[src/rtl/tl_host_arbiter.sv]
// Round-robin sharing of one TileLink-UL device port by NumHosts hosts; A grant is combinational (zero latency)
// and held for whole Put bursts, D responses steer back by source index; backpressure passes straight through.
module tl_host_arbiter #(
  parameter int NumHosts          = 2,
  parameter int AddrWidth         = 56,
  parameter int DataWidth         = 64,
  parameter int HostSourceWidth   = 1,
  parameter int SinkWidth         = 1,
  parameter int MaxSize           = 6,
  parameter int DeviceSourceWidth = HostSourceWidth + $clog2(NumHosts)
) (
  input  logic                                       clk_i,
  input  logic                                       rst_ni,
  input  logic [NumHosts-1:0]                        host_a_valid,
  output logic [NumHosts-1:0]                        host_a_ready,
  input  logic [NumHosts-1:0][2:0]                   host_a_opcode,
  input  logic [NumHosts-1:0][2:0]                   host_a_param,
  input  logic [NumHosts-1:0][3:0]                   host_a_size,
  input  logic [NumHosts-1:0][HostSourceWidth-1:0]   host_a_source,
  input  logic [NumHosts-1:0][AddrWidth-1:0]         host_a_address,
  input  logic [NumHosts-1:0][DataWidth/8-1:0]       host_a_mask,
  input  logic [NumHosts-1:0]                        host_a_corrupt,
  input  logic [NumHosts-1:0][DataWidth-1:0]         host_a_data,
  output logic [NumHosts-1:0]                        host_d_valid,
  input  logic [NumHosts-1:0]                        host_d_ready,
  output logic [2:0]                                 host_d_opcode,
  output logic [2:0]                                 host_d_param,
  output logic [3:0]                                 host_d_size,
  output logic [HostSourceWidth-1:0]                 host_d_source,
  output logic [SinkWidth-1:0]                       host_d_sink,
  output logic                                       host_d_denied,
  output logic                                       host_d_corrupt,
  output logic [DataWidth-1:0]                       host_d_data,
  output logic [NumHosts-1:0]                        host_b_valid,
  output logic [NumHosts-1:0]                        host_c_ready,
  output logic [NumHosts-1:0]                        host_e_ready,
  output logic                                       device_a_valid,
  input  logic                                       device_a_ready,
  output logic [2:0]                                 device_a_opcode,
  output logic [2:0]                                 device_a_param,
  output logic [3:0]                                 device_a_size,
  output logic [DeviceSourceWidth-1:0]               device_a_source,
  output logic [AddrWidth-1:0]                       device_a_address,
  output logic [DataWidth/8-1:0]                     device_a_mask,
  output logic                                       device_a_corrupt,
  output logic [DataWidth-1:0]                       device_a_data,
  input  logic                                       device_d_valid,
  output logic                                       device_d_ready,
  input  logic [2:0]                                 device_d_opcode,
  input  logic [2:0]                                 device_d_param,
  input  logic [3:0]                                 device_d_size,
  input  logic [DeviceSourceWidth-1:0]               device_d_source,
  input  logic [SinkWidth-1:0]                       device_d_sink,
  input  logic                                       device_d_denied,
  input  logic                                       device_d_corrupt,
  input  logic [DataWidth-1:0]                       device_d_data,
  output logic                                       device_b_ready,
  output logic                                       device_c_valid,
  output logic                                       device_e_valid
);

  localparam int IdxW     = $clog2(NumHosts);
  localparam int BeatSize = $clog2(DataWidth / 8);
  localparam int BlW      = (MaxSize > BeatSize) ? MaxSize - BeatSize : 1;

  if (NumHosts < 2) begin : g_chk_hosts
    $fatal(1, "tl_host_arbiter: NumHosts must be at least 2");
  end
  if (DeviceSourceWidth < HostSourceWidth + IdxW) begin : g_chk_src
    $fatal(1, "tl_host_arbiter: DeviceSourceWidth too narrow for host index");
  end
  if (MaxSize < BeatSize) begin : g_chk_size
    $fatal(1, "tl_host_arbiter: MaxSize smaller than one beat");
  end

  typedef enum logic {Idle, Locked} state_e;

  state_e            state, state_next;
  logic [IdxW-1:0]   rr_ptr, owner, winner, cand, sel;
  logic [BlW-1:0]    beats_left, sel_beats_m1;
  logic              accept;
  logic [IdxW-1:0]   d_idx;
  logic              d_hit;

  // Only Put bursts span several beats; the result is the beat count minus one.
  function automatic logic [BlW-1:0] beats_m1(input logic [2:0] op, input logic [3:0] size);
    int n;
    n = 0;
    if ((op == 3'd0 || op == 3'd1) && int'(size) > BeatSize) begin
      n = (1 << (int'(size) - BeatSize)) - 1;
    end
    return BlW'(n);
  endfunction

  always_comb begin
    winner = rr_ptr;
    cand   = '0;
    for (int i = NumHosts - 1; i >= 0; i--) begin
      cand = (int'(rr_ptr) + i >= NumHosts) ? IdxW'(int'(rr_ptr) + i - NumHosts)
                                            : IdxW'(int'(rr_ptr) + i);
      if (host_a_valid[cand]) winner = cand;
    end
  end

  always_ff @(posedge clk_i or negedge rst_ni) begin
    if (!rst_ni) state <= Idle;
    else         state <= state_next;
  end

  always_comb begin
    state_next = state;
    case (state)
      Idle:    if (accept && sel_beats_m1 != '0) state_next = Locked;
      Locked:  if (accept && beats_left == '0)   state_next = Idle;
      default: state_next = Idle;
    endcase
  end

  always_comb begin
    sel               = (state == Locked) ? owner : winner;
    device_a_valid    = (state == Locked) ? host_a_valid[owner] : |host_a_valid;
    host_a_ready      = '0;
    host_a_ready[sel] = device_a_ready;
    device_a_opcode   = host_a_opcode[sel];
    device_a_param    = host_a_param[sel];
    device_a_size     = host_a_size[sel];
    device_a_address  = host_a_address[sel];
    device_a_mask     = host_a_mask[sel];
    device_a_corrupt  = host_a_corrupt[sel];
    device_a_data     = host_a_data[sel];
    device_a_source   = '0;
    device_a_source[HostSourceWidth-1:0]        = host_a_source[sel];
    device_a_source[DeviceSourceWidth-1 -: IdxW] = sel;
  end

  assign accept       = device_a_valid & device_a_ready;
  assign sel_beats_m1 = beats_m1(host_a_opcode[sel], host_a_size[sel]);

  always_ff @(posedge clk_i or negedge rst_ni) begin
    if (!rst_ni) begin
      rr_ptr     <= '0;
      owner      <= '0;
      beats_left <= '0;
    end else if (accept) begin
      if (state == Idle) begin
        rr_ptr <= (int'(winner) == NumHosts - 1) ? '0 : winner + 1'b1;
        if (sel_beats_m1 != '0) begin
          owner      <= winner;
          beats_left <= sel_beats_m1 - 1'b1;
        end
      end else if (beats_left != '0) begin
        beats_left <= beats_left - 1'b1;
      end
    end
  end

  // Responses for a nonexistent host are swallowed so the device never stalls.
  assign d_idx = device_d_source[DeviceSourceWidth-1 -: IdxW];
  assign d_hit = (int'(d_idx) < NumHosts);

  always_comb begin
    host_d_valid   = '0;
    device_d_ready = 1'b1;
    if (d_hit) begin
      host_d_valid[d_idx] = device_d_valid;
      device_d_ready      = host_d_ready[d_idx];
    end
  end

  assign host_d_opcode  = device_d_opcode;
  assign host_d_param   = device_d_param;
  assign host_d_size    = device_d_size;
  assign host_d_source  = device_d_source[HostSourceWidth-1:0];
  assign host_d_sink    = device_d_sink;
  assign host_d_denied  = device_d_denied;
  assign host_d_corrupt = device_d_corrupt;
  assign host_d_data    = device_d_data;

  assign host_b_valid   = '0;
  assign host_c_ready   = '1;
  assign host_e_ready   = '1;
  assign device_b_ready = 1'b1;
  assign device_c_valid = 1'b0;
  assign device_e_valid = 1'b0;

  always @(posedge clk_i) begin
    if (rst_ni && device_d_valid) begin
      assert (d_hit) else $warning("tl_host_arbiter: D response for nonexistent host %0d dropped", d_idx);
    end
  end

endmodule

[config.mk]
export PLATFORM = sky130hd
export DESIGN_NAME = tl_host_arbiter
export DESIGN_NICKNAME = d
export VERILOG_FILES = /design/src/rtl/tl_host_arbiter.sv
export SDC_FILE = /design/constraint.sdc
export NUM_CORES = 1
export LEC_CHECK = 0
export CORE_AREA = 2 2 232 234
export CTS_BUF_LIST = sky130_fd_sc_hd__clkbuf_2
export DETAILED_ROUTE_END_ITERATION = 16
export DIE_AREA = 0 0 234 236
export GPL_TIMING_DRIVEN = 0
export REMOVE_ABC_BUFFERS = 1
export SLEW_MARGIN = 15
export SYNTH_ARGS = -nofsm -noshare
export SYNTH_HDL_FRONTEND = slang
export SYNTH_SLANG_ARGS = --single-unit
[constraint.sdc]
create_clock -name clk_i -period 6.2 [get_ports clk_i]
set_clock_uncertainty 0.15 [all_clocks]
set_input_delay 1.24 -clock clk_i [delete_from_list [all_inputs] [get_ports clk_i]]
set_output_delay 1.24 -clock clk_i [all_outputs]
set_load 0.03 [all_outputs]
Yosys cells after proc, flatten, opt, wreduce, memory -nomap -nowiden
Cells that the tools add are included.

storage, ports and cells
  register bits = 6
  bits of input ports = 367

operators by class
  add/subtract/negate cells = 8
  $lt $le $gt $ge = 10
  equal/unequal tests = 2
  shift-type cells = 1
  mux-type cells = 42
  bitwise operators = 4
  reductions and logical operators = 15

operator list
  operator                                                                             count
  64-bit 2-to-1 mux                                                                    2
  56-bit 2-to-1 mux                                                                    2
  1-bit by 32-bit left shift with 3-bit output, first input constant                   1
  3-bit 2-to-1 mux                                                                     8
  1-bit 2-to-1 mux                                                                     23
  8-bit 2-to-1 mux                                                                     2
  1-bit by 2-bit < comparator with 1-bit output, second input constant                 5
  4-bit 2-to-1 mux                                                                     2
  3-bit zero test                                                                      2
  3-bit AND reduction                                                                  2
  3-bit nonzero test                                                                   2
  3-bit by 1-bit subtractor with 3-bit output, second input constant                   2
  1-bit logical AND                                                                    5
  4-bit by 2-bit subtractor with 5-bit output, second input constant                   1
  2-bit bitwise AND                                                                    2
  4-bit by 2-bit > comparator with 1-bit output, second input constant                 1
  3-bit by 1-bit == test with 1-bit output, second input constant                      1
  3-bit by 2-bit subtractor with 3-bit output, second input constant                   1
  1-bit by 1-bit adder with 2-bit output, second input constant                        1
  1-bit demux with 1-bit select                                                        2
  1-bit greater-or-equal comparator, second input constant                             2
  1-bit by 2-bit greater-or-equal comparator with 1-bit output, second input constant  1
  2-bit greater-or-equal comparator, second input constant                             1
  2-bit by 1-bit != test with 1-bit output, second input constant                      1
  9 further kinds                                                                      10

Depth between registers and ports, before layout
Gate-level depths: netlist of run 1.

  depth in word-level cells = 18
  depth in mapped cells = 19

Worst setup path after synthesis of run 1
Ideal clock, no wire load.

  path kind = input to register
  from = input host_a_valid[0]
  to = register beats_left[2]
  library setup time = 111 ps
  arrival = 5026 ps
  path slack = 912 ps
  stages on the path = 16
  buffers on the path = 3
  cells stage by stage = a21boi_1 -> o31ai_4 -> buf_2 -> clkbuf_1 -> buf_2 -> mux2_2 -> ha_1 -> mux2_2 -> or3_1 -> ha_1 -> nor3_1 -> a21oi_1 -> ha_1 -> and3_1 -> o21a_1 -> a2111oi_2

on the way
  longest elaborated chain between the ends = 14
  elaborated cells between the ends (all ways) = 31

ends and longest elaborated chain
  what                                                                               line      text
  start, declared                                                                    14        input logic [NumHosts-1:0] host_a_valid,
  1-bit 2-to-1 mux (not written as such) (2 in a row)                                101       if (host_a_valid[cand]) winner = cand;
  1-bit 2-to-1 mux                                                                   101
  1-bit 2-to-1 mux (*)                                                               101
  1-bit 2-to-1 mux (*)                                                               120       sel = (state == Locked) ? owner : winner;
  net sel                                                                            79        logic [IdxW-1:0] rr_ptr, owner, winner, cand, sel;
  4-bit 2-to-1 mux (*) (2 in a row)                                                  n/a
  net device_a_size[1]                                                               41        output logic [3:0] device_a_size,
  4-bit by 2-bit subtractor with 5-bit output                                        90        n = (1 << (int'(size) - BeatSize)) - 1;
  1-bit by 32-bit left shift with 3-bit output                                       90
  3-bit by 2-bit subtractor with 3-bit output                                        90
  3-bit 2-to-1 mux (*)                                                               89        if ((op == 3'd0 || op == 3'd1) && int'(size) > BeatSize) begin
  3-bit by 1-bit subtractor with 3-bit output or 3-bit nonzero test (tied branches)  149, 147
  3-bit 2-to-1 mux or 2-bit nonzero test (tied branches)                             n/a
  3-bit 2-to-1 mux or 3-bit AND reduction (tied branches)                            n/a
  end signal, assigned                                                               149       beats_left <= sel_beats_m1 - 1'b1;
  end signal, assigned                                                               152       beats_left <= beats_left - 1'b1;
  end, declared                                                                      80        logic [BlW-1:0] beats_left, sel_beats_m1;

Mark *: on every way through the listed nets, which the timed path passes. The rest lies on a longest branch. The select of a mux whose other input is x is not followed.
A chain may end at the register's enable or synchronous reset.

Worst setup path in the final report of run 1
  from = input host_a_valid[1]
  to = register beats_left[2]

on the way
  longest elaborated chain between the ends = 14
  elaborated cells between the ends (all ways) = 31

ends and longest elaborated chain
  what                                                                                     line      text
  1-bit 2-to-1 mux (not written as such) (2 in a row)                                      101
  1-bit 2-to-1 mux (2 in a row)                                                            101
  1-bit 2-to-1 mux                                                                         120
  4-bit 2-to-1 mux (not written as such) or 3-bit 2-to-1 mux (tied branches) (2 in a row)  137       assign sel_beats_m1 = beats_m1(host_a_opcode[sel], host_a_size[sel]);
  4-bit by 2-bit subtractor with 5-bit output (tied with other cells)                      90
  1-bit by 32-bit left shift with 3-bit output or 1-bit logical OR (tied branches)         90, 89
  3-bit by 2-bit subtractor with 3-bit output or 1-bit logical AND (tied branches)         90, 89
  3-bit 2-to-1 mux                                                                         89
  3-bit by 1-bit subtractor with 3-bit output or 3-bit nonzero test (tied branches)        149, 147
  3-bit 2-to-1 mux or 2-bit nonzero test (tied branches)                                   n/a
  3-bit 2-to-1 mux or 3-bit AND reduction (tied branches)                                  n/a

Several ways; a longest one is shown, not always the timed one. The select of a mux whose other input is x is not followed.

==> results of run 1 <==
cells in the final DEF (no fill, tap or decap), types with 2 or more instances in the layout:
| cell type | netlist | routed |
|---|---|---|
| buf_8 | 0 | 5 |
| nand2b_1 | 2 | 2 |
| mux2_2 | 131 | 131 |
| dfrtp_1 | 6 | 6 |
| nand2_1 | 7 | 7 |
| mux2_1 | 12 | 12 |
| inv_1 | 6 | 6 |
| nor2_1 | 14 | 14 |
| a21oi_1 | 3 | 3 |
| and2_1 | 2 | 2 |
| nor3_1 | 4 | 4 |
| mux2i_1 | 6 | 5 |
| diode_2 | 0 | 5 |
| o21ai_1 | 3 | 3 |
| xnor2_1 | 3 | 3 |
| nor2b_1 | 5 | 5 |
| o21ai_0 | 3 | 3 |
| ha_1 | 3 | 3 |
| buf_6 | 0 | 3 |
| clkbuf_2 | 0 | 3 |
| clkdlybuf4s50_1 | 0 | 435 |
| buf_4 | 88 | 2 |
| conb_1 | 2 | 9 |
state kept, by name, indices dropped and copies added (netlist names):
name and cells:
state 1, owner 1, beats_left 3, rr_ptr 1
cell usage after synthesis (all sizes together), types with 2 or more instances:
master	n
mux2	143
buf	104
nor2	14
nand2	7
dfrtp	6
inv	6
mux2i	6
o21ai	6
nor2b	5
nor3	4
a21oi	3
ha	3
xnor2	3
and2	2
conb	2
nand2b	2
how the worst max path moves through the flow:
stage	start	endpoint	slack (ns)	cells past startpoint
after floorplan	host_a_valid[0]	beats_left[2]$_DFFE_PN0P_	-2.71	14
after global placement	host_a_valid[1]	beats_left[2]$_DFFE_PN0P_	-5.62	16
after detailed placement	host_a_valid[1]	beats_left[2]$_DFFE_PN0P_	-0.32	17
after CTS	host_a_valid[1]	beats_left[2]$_DFFE_PN0P_	0.11	17
after global routing	host_a_valid[1]	beats_left[2]$_DFFE_PN0P_	0.25	17
final	host_a_valid[1]	beats_left[2]$_DFFE_PN0P_	0.52	17
metrics by stage:
| step | worst slack (ns) | power (mW) | setup TNS [ns] | util [%] |
|---|---|---|---|---|
| after CTS | 0.1105 | 2.949 | 0 | 14.45 |
| after detailed placement | -0.3171 | 2.905 | -0.5680 | 14.41 |
| final | 0.5211 | 2.931 | 0 | 14.50 |
| after global routing | 0.2538 | 3.085 | 0 | 14.48 |
| after floorplan | -2.711 | 1.765 | -178.75 | - |
| after global placement | -5.615 | 2.912 | -572.58 | 14.16 |
what timing repair did:
action	4_1_cts	5_1_grt
endpoints found under the hold margin	0	0
endpoints found under the setup margin	1	1
setup buffers	0	2
resized for setup	1	0
pin swaps	0	1
metal layers:
metal	vias to the layer above	part of all wire, %
met4	8	0.41
met3	14	23
met1	1763	36
li1	1782	-
met2	403	40
met5	-	1.4
power breakdown:
group | switching, mW | leakage [nW] | internal (mW) | total (mW)
clock network | 0.0155 | 0.0125 | 0.0131 | 0.0286
logic | 1.45 | 2.56 | 1.37 | 2.82
registers | 0.0221 | 0.0697 | 0.0590 | 0.0811
total | 1.49 | 2.65 | 1.45 | 2.93
critical path, stage by stage:
cell and delay (ns):
clkdlybuf4s50_1 0.59, a21boi_1 0.16, o31ai_4 0.32, buf_8 0.21, mux2i_2 0.53, inv_1 0.17, ha_1 0.25, mux2_2 0.36
or3_1 0.33, ha_1 0.32, nor3_1 0.18, a21oi_1 0.07, ha_1 0.25, xnor2_1 0.24, nor2b_1 0.07, nor4bb_1 0.13
a2111oi_2 0.22
cell type report:
class / count / area, sq um
antenna: 5 / 12.51
clock buffer: 3 / 15.01
fill: 5923 / 45370
inverter: 6 / 22.52
multi-input combinational: 221 / 2118
sequential: 6 / 150.1
tap: 696 / 870.8
timing repair buffer: 446 / 4506
kinds of logic (layout without fill, tap and decap cells):
| family | after synthesis | in the layout | share of synthesized area (%) |
|---|---|---|---|
| muxes | 149 | 149 | 55.76 |
| buffers and inverters | 111 | 455 | 25.27 |
| and+or+nand+nor | 40 | 40 | 6.642 |
| AOI/OAI and AO/OA | 17 | 17 | 4.929 |
| DFF | 6 | 6 | 5.012 |
| adders and majority gates | 3 | 3 | 1.253 |
| xor gates and xnor gates | 3 | 3 | 0.8774 |
| other | 2 | 14 | 0.2507 |
==> out/summary.txt, run 1 <==
outcome: finished clean
Worst Path Required: 6.18 ns
Reg-to-Reg Start: state$_DFF_PN0_
DP Area: 7649 sq um
period utilization: 91.59%
reg2reg end: beats_left[2]$_DFFE_PN0P_
Most used DFF post-synth: dfrtp_1
worst hold path class: reg2reg
crit-path max FO: 14
Fin. Hold Viols: 0
Core Area: 53070 sq um
Slew Limit Fails: 0
Layout area overhead: 156.9%
finished layout cell area: 7695 sq um
Post-CTS Hold Fix Bufs: 0
CP Capture Type: flop
DRT Wirelength: 24.35 mm
CTS root buffer: clkbuf_2
die area: 55220 sq um
# setup viols final: 0
worst skew pair latency: 0.24 ns
Max transition margin: 40.41%
mapped cell area: 2995 sq um
min Tclk post-route: 5.679 ns
Syn Area/Cell: 9.049 sq um
register area share after synthesis: 5.013%
# DRC: 0
Yosys Warn Count: 0
worst hold endpoint: beats_left[0]$_DFFE_PN0P_
initial antenna violation count: 2
worst-margin pin slew: 0.8690 ns
first-pass GRT wire length: 30.42 mm
largest net degree at the start of global routing: 19
Worst-path clk slew: 0.08 ns
layout cells sized above 1: 21.85%
Die X: 234 um
leading area contributor after synthesis: mux2_2
vias in the first global route: 3941
placed wire-length estimate: 21.66 mm
clock tree buffer depth: 2
worst hold start: beats_left[0]$_DFFE_PN0P_
RSZ-0062 raised after global routing: false
Post-synth ARST share: 100.0%
Via Count: 3970
vias per std cell: 2.871
PwrDens: 380.9 nW/um^2
VDD IR-drop max: 0.1972 mV
Final Non-Filler Cells: 1383
Post-synth EDFFs: 0
maximum clock rate: 0.1761 GHz
post-route ant nets: 0
placed cells: 1373
Pleak: 2.647 nW
M1 GR Usage: 7.960%
Worst Hold Depth: 1
Placer Congestion: 0.6748
H-tree Lvls: 1
TritonCTS clock tree: yes
GR Util met3: 8.595%
Worst Reg-to-Reg Cells: 15
final hold slack: 0.3437 ns
IO Pins: 601
Area contributors post-synth: mux2_2 49%, buf_4 22%, dfrtp_1 5.0%
FF+latch count, synth: 6
All-Layer GR Usage: 7.927%
fin nets: 1054
drt wl/cell: 17.61 um
Worst Setup Start Kind: primary input
cells after synthesis: 331
DR pass1 iterations: 5
IO buf count: 435
Die Ht: 236 um
slack of the worst reg-to-reg path: 1.73 ns
CTS Sinks: 6
Worst EP arrival: 5.66 ns
total CTS buffers: 3
grt ovf: 0
kind of critical path: in2reg
max cap viols: 0
Top Usage Layer GRT: met2
post-synthesis cell type count: 35
DR iter-0 viols: 96
area share of the largest cell type after synthesis: 49.25%
Rows: 85
met2 Usage GRT: 11.07%
Initial Util: 5.644%
(Power assumes the default switching activity.)
==> run 2: changes to the inputs <==
- MAX_ROUTING_LAYER: unset -> met4
==> run 2 against run 1 <==
Final cell count is 0.14% higher. Sequential power barely moved. Critical path depth did not move. First-iteration DRC count is 28% higher. Cell area hardly changed. Sequential cell count did not move. Critical endpoint unchanged. Global-route usage increased by 0.27 points. Total power is essentially flat.
==> out/summary.txt, run 2 (synthesized netlist as in run 1, its figures left out) <==
Pleak: 2.647 nW (about the same)
DR pass1 iterations: 5 (unchanged)
CTS root buffer: clkbuf_2
CTS Sinks: 6 (unchanged)
Setup WS pre-CTS: -0.3171 ns (unchanged)
kind of critical path: in2reg
Worst-path clk slew: 0.08 ns (about the same)
Max transition margin: 51.84% (+11 points)
Worst Hold Depth: 1 (unchanged)
Fin. Hold Viols: 0 (unchanged)
DR iter-0 viols: 123 (+28%)
Reg-to-Reg Start: state$_DFF_PN0_
Via Count: 3954 (-0.40%)
# setup viols final: 0 (unchanged)
outcome: finished clean
max reg flops: 3 (unchanged)
layout cells sized above 1: 21.85% (unchanged)
vias in the first global route: 3932 (-0.23%)
start point of the critical path: host_a_valid[1]
Initial Util: 5.644% (unchanged)
vias per std cell: 2.855 (-0.55%)
placed cells: 1373 (unchanged)
VDD IR-drop max: 0.1970 mV (-0.13%)
commonest cells after routing, fill and taps aside: 435 x clkdlybuf4s50_1, 131 x mux2_2, 14 x nor2_1
min Tclk post-route: 5.679 ns (+0.00004500 ns)
grt ovf: 0 (unchanged)
Worst Setup Start Kind: primary input
drt wl/cell: 17.64 um (+0.20%)
IO Pins: 601 (unchanged)
placed wire-length estimate: 21.66 mm (unchanged)
die area: 55220 sq um (unchanged)
PwrDens: 380.5 nW/um^2 (-0.12%)
worst skew pair latency: 0.23 ns (about the same)
Post-CTS Hold Fix Bufs: 0 (unchanged)
initial antenna violation count: 3 (+1)
TritonCTS clock tree: yes
Core Area: 53070 sq um (unchanged)
fin util: 14.51% (about the same)
crit-path max FO: 14 (unchanged)
Die Ht: 236 um (unchanged)
final setup margin: 0.5211 ns (-0.00004500 ns)
Final Non-Filler Cells: 1385 (+0.14%)
Slew Limit Fails: 0 (unchanged)
Placer Congestion: 0.6816 (+1.0%)
maximum clock rate: 0.1761 GHz (about the same)
largest register by flop count: beats_left
Worst Reg-to-Reg Cells: 15 (unchanged)
Die X: 234 um (unchanged)
post-route ant nets: 0 (unchanged)
worst hold path class: reg2reg
Worst Path Required: 6.18 ns (about the same)
CP Capture Type: flop
Rows: 85 (unchanged)
All-Layer GR Usage: 8.200% (+0.27 points)
IO buf count: 435 (unchanged)
period utilization: 91.60% (about the same)
most numerous cell on the critical path: ha_1
first-pass GRT wire length: 30.57 mm (+0.50%)
RSZ-0062 raised after global routing: false
Final Total Pwr: 2.930 mW (about the same)
H-tree Lvls: 1 (unchanged)
Fill cells: 5920 (-0.051%)
DRT Wirelength: 24.43 mm (+0.34%)
total CTS buffers: 3 (unchanged)
largest net degree at the start of global routing: 19 (unchanged)
slowest CP cell: clkdlybuf4s50_1
worst-margin pin slew: 0.7023 ns (-0.1667 ns)
Max stage delay on crit path: 0.59 ns (about the same)
DP Area: 7649 sq um (unchanged)
finished layout cell area: 7700 sq um (about the same)
crit path cell chain: clkdlybuf4s50_1, a21boi_1, o31ai_4, buf_8, mux2i_2, inv_1, ha_1, mux2_2, or3_1, ha_1, nor3_1, a21oi_1, ha_1, xnor2_1, nor2b_1, nor4bb_1, a2111oi_2
max cap viols: 0 (unchanged)
Worst EP arrival: 5.66 ns (about the same)
clock tree buffer depth: 2 (unchanged)
worst hold start: beats_left[0]$_DFFE_PN0P_
fin nets: 1054 (unchanged)
Layout area overhead: 157.1% (about the same)
# DRC: 0 (unchanged)
commonest non-fill, non-tap cell in the layout: clkdlybuf4s50_1
run 2: cell count changes in the layout (fill, tap and decap cells not counted), sizes merged:
| cell | change |
|---|---|
| diode | +2 |
run 2: critical path, delay by kind of cell:
kind,cells,cell delay (ns)
multiplexers,2,0.90
adder cells (fa/ha/maj),3,0.83
AO/OA/AOI/OAI,4,0.77
AND/OR/NAND/NOR,4,0.71
buffers and inverters,3,0.97
XOR/XNOR,1,0.24
run 2: report_power, final:
part	switching, mW	internal (mW)	total [mW]
clock network	0.0149	0.0131	0.0280
logic	1.45	1.37	2.82
registers	0.0222	0.0590	0.0812
run 2: path summary, 6_finish.rpt:
check	end	slack, ns
max	beats_left[2]$_DFFE_PN0P_	0.52
min	beats_left[0]$_DFFE_PN0P_	0.34
max reg2reg	beats_left[2]$_DFFE_PN0P_	1.72
min reg2reg	beats_left[0]$_DFFE_PN0P_	0.34
max in group asynchronous	state$_DFF_PN0_	4.52
min in group asynchronous	beats_left[0]$_DFFE_PN0P_	1.11
run 2: routing by layer:
metal | global-route usage [%] | wire (um) | vias up
met4 | 1.093 | 142 | 0
li1 | - | - | 1785
met3 | 9.103 | 5979 | 6
met1 | 8.077 | 8593 | 1757
met2 | 10.99 | 9718 | 406
met5 | - | 0 | -
run 2: per-stage QoR:
| stage | TNS (ns) | hold WS [ns] |
|---|---|---|
| after global routing | 0 | 0.3524 |
| after detailed placement | -0.5680 | 0.3316 |
| after global placement | -572.58 | 0.3305 |
| final | 0 | 0.3437 |
| after CTS | 0 | 0.3488 |
| after floorplan | -178.75 | 0.3142 |
run 2: what timing repair did:
item                                    CTS  global route
gates resized for setup                   1             0
pin swaps                                 0             1
gates cloned                              0             0
buffers inserted                          0             2
endpoints found under the setup margin    1             1
run 2: area by class of cell:
cell class,count,area [sq um],share of cell area (%)
Antenna cell,7,17.52,0.2275
Multi-Input combinational cell,221,2118,27.51
Timing Repair Buffer,446,4506,58.51
Clock buffer,3,15.01,0.1950
Inverter,6,22.52,0.2925
Tap cell,696,870.8,11.31
Sequential cell,6,150.1,1.950
==> run 3: changes to the inputs <==
- SETUP_SLACK_MARGIN: unset -> 0.05
==> results of run 3 <==
Final layout, timing and power as in run 2 (identical DEF).
